<file path="src/rtl/out_periph_mem.sv">
// Memory-mapped peripheral window: word storage with byte/half/word load-store,
// driving LED, LCD and 7-segment outputs directly from fixed storage words.
module out_periph_mem #(
  parameter int unsigned ADDR_W = 5,
  parameter logic [15:0] BASE   = 16'h7000,
  parameter int unsigned N_HEX  = 8
) (
  input  logic                 i_clk,
  input  logic                 i_rst,
  input  logic [31:0]          i_lsu_addr,
  input  logic                 i_lsu_wren,
  input  logic                 i_lsu_rden,
  input  logic [1:0]           i_size,
  input  logic                 i_uns,
  input  logic [31:0]          i_st_data,
  output logic [31:0]          o_ld_data,
  output logic                 o_ld_valid,
  output logic                 o_err,
  output logic [31:0]          o_io_ledr,
  output logic [31:0]          o_io_ledg,
  output logic [31:0]          o_io_lcd,
  output logic [7*N_HEX-1:0]   o_io_hex
);

  localparam int unsigned DEPTH = 2**ADDR_W;

  logic [31:0]       mem [DEPTH];
  logic              hit_c;
  logic              legal_c;
  logic [ADDR_W-1:0] idx_c;
  logic [1:0]        off_c;
  logic [3:0]        be_c;
  logic [31:0]       wdata_c;
  logic [31:0]       shifted_c;
  logic [31:0]       ld_word_c;
  logic              unused_c;

  assign unused_c = ^i_lsu_addr[31:16];

  // Address decode, lane enables, store-data replication and load extraction
  always_comb begin
    hit_c     = (i_lsu_addr[15:ADDR_W+2] == BASE[15:ADDR_W+2]);
    idx_c     = i_lsu_addr[ADDR_W+1:2];
    off_c     = i_lsu_addr[1:0];
    legal_c   = 1'b0;
    be_c      = 4'b0000;
    wdata_c   = '0;
    case (i_size)
      2'b00: begin
        legal_c = 1'b1;
        be_c    = 4'b0001 << off_c;
        wdata_c = {4{i_st_data[7:0]}};
      end
      2'b01: begin
        legal_c = ~off_c[0];
        be_c    = 4'b0011 << off_c;
        wdata_c = {2{i_st_data[15:0]}};
      end
      2'b10: begin
        legal_c = (off_c == 2'b00);
        be_c    = 4'b1111;
        wdata_c = i_st_data;
      end
      default: ;
    endcase
    shifted_c = mem[idx_c] >> {off_c, 3'b000};
    case (i_size)
      2'b00:   ld_word_c = i_uns ? {24'b0, shifted_c[7:0]}
                                 : {{24{shifted_c[7]}}, shifted_c[7:0]};
      2'b01:   ld_word_c = i_uns ? {16'b0, shifted_c[15:0]}
                                 : {{16{shifted_c[15]}}, shifted_c[15:0]};
      default: ld_word_c = shifted_c;
    endcase
  end

  // Storage and load/error response; reset wins over any coincident access
  always_ff @(posedge i_clk) begin
    if (!i_rst) begin
      for (int i = 0; i < DEPTH; i++) mem[i] <= '0;
      o_ld_data  <= '0;
      o_ld_valid <= 1'b0;
      o_err      <= 1'b0;
    end else begin
      o_ld_valid <= hit_c && legal_c && i_lsu_rden;
      o_err      <= hit_c && !legal_c && (i_lsu_wren || i_lsu_rden);
      if (hit_c && legal_c && i_lsu_rden) o_ld_data <= ld_word_c;
      if (hit_c && legal_c && i_lsu_wren) begin
        for (int b = 0; b < 4; b++) begin
          if (be_c[b]) mem[idx_c][8*b +: 8] <= wdata_c[8*b +: 8];
        end
      end
    end
  end

  assign o_io_ledr = mem[0];
  assign o_io_ledg = mem[4];
  assign o_io_lcd  = mem[12];

  // Four digits per word starting at word 8, low 7 bits of each byte
  for (genvar k = 0; k < N_HEX; k++) begin : g_hex
    localparam int unsigned WORD = 8 + k / 4;
    localparam int unsigned LANE = k % 4;
    assign o_io_hex[7*k +: 7] = mem[WORD][8*LANE +: 7];
  end

endmodule

</file>
<file path="config.mk">
export PLATFORM = sky130hd
export DESIGN_NAME = out_periph_mem
export DESIGN_NICKNAME = d
export VERILOG_FILES = /design/src/rtl/out_periph_mem.sv
export SDC_FILE = /design/constraint.sdc
export NUM_CORES = 2
export LEC_CHECK = 0
export BUFFER_PORTS_ARGS = -buffer_cell sky130_fd_sc_hd__buf_2
export CELL_PAD_IN_SITES_DETAIL_PLACEMENT = 0
export CELL_PAD_IN_SITES_GLOBAL_PLACEMENT = 1
export CORE_ASPECT_RATIO = 2
export CORE_MARGIN = 8
export CORE_UTILIZATION = 45
export CTS_CLUSTER_SIZE = 25
export DETAILED_ROUTE_END_ITERATION = 12
export GPL_TIMING_DRIVEN = 1
export PLACE_DENSITY = 0.73
export SYNTH_ARGS = -nofsm -noshare
export SYNTH_HDL_FRONTEND = slang
export SYNTH_SLANG_ARGS = --single-unit
</file>
<file path="constraint.sdc">
create_clock -name i_clk -period 3.3 [get_ports i_clk]
set_input_delay 0.66 -clock i_clk [delete_from_list [all_inputs] [get_ports i_clk]]
set_output_delay 0.66 -clock i_clk [all_outputs]
set_load 0.03 [all_outputs]
</file>
==> Yosys cells after proc, flatten, opt, wreduce, memory -nomap -nowiden <==
Memories as Yosys holds them, arrays and structs flattened.
Index checks and enable logic that the tools add are counted.
Widths: inputs -> output; s select.
{ "op_classes": {"mux": 26, "bitwise": 1, "mul": 0, "shifts": 3, "n_div": 0, "reduce_logical": 10, "eq_ne": 3, "order_cmp": 0, "addsub": 0} }
{ "op_table": {"columns": ["cell", "count"], "rows": [
  ["$mux 32", 3],
  ["$pmux 32 s3", 1],
  ["$pmux 32 s2", 1],
  ["$reduce_or 32->1", 1],
  ["$shr 32x5->32", 1],
  ["$mux 1", 17],
  ["$pmux 4 s3", 1],
  ["$eq 9x8->1 const B", 1],
  ["$logic_and 1x1->1", 5],
  ["$mux 5", 1],
  ["$logic_not 2->1", 2],
  ["$mux 4", 1],
  ["$shl 1x2->4 const A", 1],
  ["$shl 2x2->4 const A", 1],
  ["$pmux 1 s3", 1],
  ["$eq 2x1->1 const B", 1],
  ["$eq 2x2->1 const B", 1],
  ["$logic_not 1->1", 1],
  ["$logic_or 1x1->1", 1],
  ["$not 1->1", 1]
]} }
{ "word_totals": {"regBits": 34, "ram_bits": 1024, "n_memories": 1, "mem_bits_ro": 0, "out_inout_bits": 186, "latch_bits": 0, "in_bits": 71} }
{ "mem_list": {"columns": ["name", "words", "width", "rd", "rd_ports_with_merged_regs", "write_ports", "line", "rtl"], "rows": [
  ["mem", 32, 32, 6, 0, 32, "27", "logic [31:0] mem [DEPTH];"]
]} }

==> Logic depth before layout (Yosys ltp) <==
{ "depth": {"ltp_word": 9, "depth_mapped": 12} }

==> Worst setup path after synthesis <==
No wires, ideal clock.
{ "synth_path": {"path_kind": "in2reg", "from": "input port i_lsu_addr[3]", "to": "memory mem[15][0] (enable)", "path_buffers": 6, "required_ns": 2.971, "arrival_time_ns": 2.494, "path_slack_ns": 0.476, "setup_time_ns": 0.329, "path_stages": 10, "path_cell_list": "buf_6 -> buf_6 -> buf_4 -> buf_4 -> buf_4 -> buf_4 -> nand2_1 -> nor2_1 -> nand2_1 -> nand2_1"} }
{ "synth_rtl": {"columns": ["item", "line", "rtl"], "rows": [
  ["from (decl)", "10", "input logic [31:0] i_lsu_addr,"],
  ["to (decl)", "27", null]
]} }

==> Worst setup path in the final report <==
{ "layout_path": {"from": "input port i_lsu_addr[3]", "to": "register o_ld_data[2]"} }
{ "layout_via": {"elab_chain_len": 4} }
{ "layout_lines": {"columns": ["item", "line", "rtl"], "rows": [
  ["$mem_v2 32x32 *", null, null],
  ["$shr 32x5->32 *", "66", "shifted_c = mem[idx_c] >> {off_c, 3'b000};"],
  ["$mux 32, on equally long branches", "70, 68", null],
  ["$pmux 32 s2 *", "67", "case (i_size)"],
  ["to (signal assigned)", "86", "if (hit_c && legal_c && i_lsu_rden) o_ld_data <= ld_word_c;"],
  ["to (decl)", "16", "output logic [31:0] o_ld_data,"]
]} }
Mark *: on every way between the ends. The rest lies on a longest branch, timed or not.
A chain may end at the register's enable or synchronous reset.

==> impl_metrics.prom <==
# TYPE chip_impl_metric gauge
chip_impl_metric{name="cts.repair_timing.setup_buffer_count",unit=""} 0
chip_impl_metric{name="worst-path-max-fanout",unit=""} 27
chip_impl_info{name="worst_setup_path_end_kind",value="register"} 1
chip_impl_metric{name="grt_first_pass_wirelength",unit="mm"} 219.4
chip_impl_metric{name="area_delta_synth_final",unit="%"} 17.27
chip_impl_metric{name="tritoncts.num_buffers",unit=""} 92
chip_impl_metric{name="initial_utilization",unit="%"} 45.17
chip_impl_metric{name="die_area",unit="um2"} 115900
chip_impl_metric{name="number_of_antenna_violations_at_the_first_check_in_global_routing",unit=""} 1
chip_impl_info{name="synth_flop_cell",value="edfxtp_1"} 1
chip_impl_metric{name="regArea",unit="um2"} 31430
chip_impl_metric{name="power.ir.vdd_worst",unit="mV"} 0.4699
chip_impl_info{name="rsz0062_at_grt",value="false"} 1
chip_impl_metric{name="totalNegativeSetupSlack",unit="ps"} 0
chip_impl_metric{name="worst_setup_hold_path_clk_slew",unit="ps"} 60
chip_impl_metric{name="cts_hold_buffers",unit=""} 0
chip_impl_metric{name="finalWirelength",unit="mm"} 153.1
chip_impl_metric{name="p_per_area",unit="nW/um2"} 540.1
chip_impl_info{name="crit_path_start_kind",value="input port"} 1
chip_impl_metric{name="count_of_state_elements_after_synthesis",unit=""} 1058
chip_impl_metric{name="placement_rows",unit=""} 168
chip_impl_metric{name="postSynthNetCount",unit=""} 3792
chip_impl_metric{name="dp_hpwl",unit="mm"} 108.3
chip_impl_metric{name="num_io_pins",unit=""} 257
chip_impl_metric{name="drtAntennaViolNets",unit=""} 0
chip_impl_metric{name="grt.total_usage",unit="%"} 25.89
chip_impl_metric{name="cp.required",unit="ps"} 3890
chip_impl_metric{name="critPathBufInv",unit=""} 3
chip_impl_metric{name="filler_cell_count",unit=""} 8957
chip_impl_metric{name="drv_cap",unit=""} 0
chip_impl_metric{name="cts_max_path_buffers",unit=""} 3
chip_impl_metric{name="pin_count_of_the_biggest_net_entering_global_routing",unit=""} 104
chip_impl_info{name="critPathTopFamily",value="simple AND/OR/NAND/NOR gates"} 1
chip_impl_metric{name="setup_viol",unit=""} 0
chip_impl_info{name="run_status",value="complete, no violations"} 1
chip_impl_metric{name="syn_inst",unit=""} 3721
chip_impl_metric{name="grt.overflow.total",unit=""} 0
chip_impl_metric{name="num-nets-final",unit=""} 4207
chip_impl_metric{name="multiInputGateArea",unit="um2"} 14190
chip_impl_metric{name="synth.cell_area",unit="um2"} 47100
chip_impl_info{name="buffer_type_at_the_clock_tree_root",value="clkbuf_16"} 1
chip_impl_info{name="timing.critical_path.cells",value="buf_8 -> buf_12 -> mux2i_1 -> o22ai_1 -> nor4_1 -> nand2_1 -> buf_12 -> mux2i_1 -> a2111oi_0 -> a31o_1"} 1
chip_impl_metric{name="period_share",unit="%"} 87.37
chip_impl_info{name="worstHoldPathType",value="in -> reg"} 1
chip_impl_metric{name="seq_area_frac_synth",unit="%"} 66.74
chip_impl_metric{name="layout_cells_sized_above_1",unit="%"} 21.45
chip_impl_metric{name="timing.final.hold_violations",unit=""} 0
chip_impl_metric{name="detail_route.first_pass.iterations",unit=""} 7
chip_impl_metric{name="wl_per_cell",unit="um"} 27.49
chip_impl_metric{name="tightest_slew",unit="ps"} 1112
chip_impl_metric{name="worst_clock_skew",unit="ps"} 31.05
chip_impl_metric{name="first_global_vias",unit=""} 31828
chip_impl_metric{name="cts-htree-levels",unit=""} 3
chip_impl_metric{name="final_standard_cell_area_without_fillers",unit="um2"} 55230
chip_impl_info{name="layout.cells.most_common_list",value="nor2_1 (1090), edfxtp_1 (1024), mux2i_1 (407)"} 1
chip_impl_metric{name="maxSlewViolCount",unit=""} 0
chip_impl_metric{name="cts.sink_count",unit=""} 1058
chip_impl_info{name="layout_commonest_cell",value="nor2_1"} 1
chip_impl_metric{name="avgViaCountPerCell",unit=""} 5.845
chip_impl_metric{name="critPathMaxStageDelay",unit="ps"} 620
chip_impl_metric{name="synth_cell_type_count",unit=""} 59
chip_impl_metric{name="detailroute.via_count",unit=""} 32556
chip_impl_metric{name="ffs_w_async_s_r_synth",unit="%"} 0
chip_impl_metric{name="timing.fmax",unit="MHz"} 346.8
chip_impl_metric{name="worst-r2r-setup-slack",unit="ps"} 680
chip_impl_info{name="cpMaxStageDelayCell",value="nor4_1"} 1
chip_impl_metric{name="yosysWarningCount",unit=""} 0
chip_impl_metric{name="placed_area",unit="um2"} 52140
chip_impl_metric{name="synth_edf_count",unit=""} 1024
chip_impl_metric{name="insertion_delay",unit="ps"} 730
chip_impl_info{name="criticalPathCategory",value="in -> reg"} 1
chip_impl_metric{name="die_w",unit="um"} 244.8
chip_impl_metric{name="gp_routability_congestion",unit=""} 0.9201
chip_impl_metric{name="io_buffers",unit=""} 240
chip_impl_metric{name="post_cts_resize_count",unit=""} 0
chip_impl_metric{name="post_synth.cell_area_avg",unit="um2"} 12.66
chip_impl_metric{name="core_area",unit="um2"} 104300
chip_impl_metric{name="relSlewSlack",unit="%"} 25.62
chip_impl_metric{name="chipHeight",unit="um"} 473.5
chip_impl_info{name="tritoncts",value="yes"} 1
chip_impl_metric{name="p_leak",unit="nW"} 20.21
chip_impl_metric{name="critical_path_arrival",unit="ps"} 3480
chip_impl_metric{name="post-route-min-period",unit="ps"} 2883
chip_impl_metric{name="post_route_drc",unit=""} 0
chip_impl_metric{name="initialDrtViolationCount",unit=""} 3679
[worst paths after layout]
path	start	end	cells after the start
worst min register to register	o_ld_data[2]	o_ld_data[2]	1
worst max register to register	mem[0][10]	o_ld_data[2]	8
worst min-delay path	i_lsu_rden	o_err	3
worst max-delay path	i_lsu_addr[3]	o_ld_data[2]	10
[cell families after synthesis]
logic type / Yosys count / synth area share [%]
buffers and inverters: 321 / 3.664
AO/OA/AOI/OAI: 332 / 4.665
flip-flops: 1058 / 66.74
AND/OR/NAND/NOR: 1526 / 12.90
XOR/XNOR: 1 / 0.01860
multiplexers: 483 / 12.02
[per-layer routing]
layer	part of all wire, %	vias up	GRT usage (%)
met5	0	-	0
met4	5.4	0	12.60
met3	9.2	311	5.018
met2	47	1705	41.72
met1	38	16276	33.41
li1	-	14264	-
[synthesized netlist by cell type (all sizes together), types with 11 or more instances]
master / instances / area, um2
a22oi: 29 / 217.7
o21ai: 18 / 90.09
mux2i: 407 / 4074
o22ai: 192 / 1201
nand3: 18 / 90.09
a21oi: 44 / 257.7
buf: 148 / 1075
mux4: 65 / 1464
nor4: 49 / 325.3
clkbuf: 169 / 635.6
mux2: 11 / 123.9
dfxtp: 34 / 680.7
nand2: 320 / 1204
edfxtp: 1024 / 30750
nor2: 1093 / 4103
[final cells by class]
| cell class | instances | share of cell area (%) |
|---|---|---|
| Clock buffer | 109 | 4.418 |
| Sequential cell | 1058 | 56.91 |
| Tap cell | 1360 | 3.081 |
| Antenna cell | 1 | 0.004531 |
| Multi-Input combinational cell | 2342 | 25.69 |
| Timing Repair Buffer | 638 | 8.706 |
| Clock inverter | 58 | 1.167 |
| Inverter | 4 | 0.02719 |
[tightest hold or removal path, stage by stage]
cell and delay [ps]:
buf_2 120, nor2_1 80, nor3_1 50
[registers in the layout, summed over array words and instances, names as in the netlist]
signal	flops
mem	1024
o_ld_valid	1
o_err	1
o_ld_data	32
[report_power, final]
| group | internal (W) | switching (W) |
|---|---|---|
| combinational | 0.000939 | 0.00205 |
| clock | 0.00631 | 0.00497 |
| sequential | 0.0153 | 0.000236 |
[stage by stage]
step	util (%)	power, W	hold slack, ps	setup slack (ps)	instances
2_1_floorplan	-	0.01745	595.6	476.3	3721
3_3_place_gp	50.01	0.01878	484.1	-275.2	5402
3_5_place_dp	50.01	0.01882	483.6	-294.6	5402
4_1_cts	52.97	0.02996	209.2	451.9	5569
5_1_grt	52.97	0.03059	246.2	422.3	5569
6_report	52.97	0.02983	250.4	416.7	5570
No activity file was read; power rests on OpenSTA's default activity.
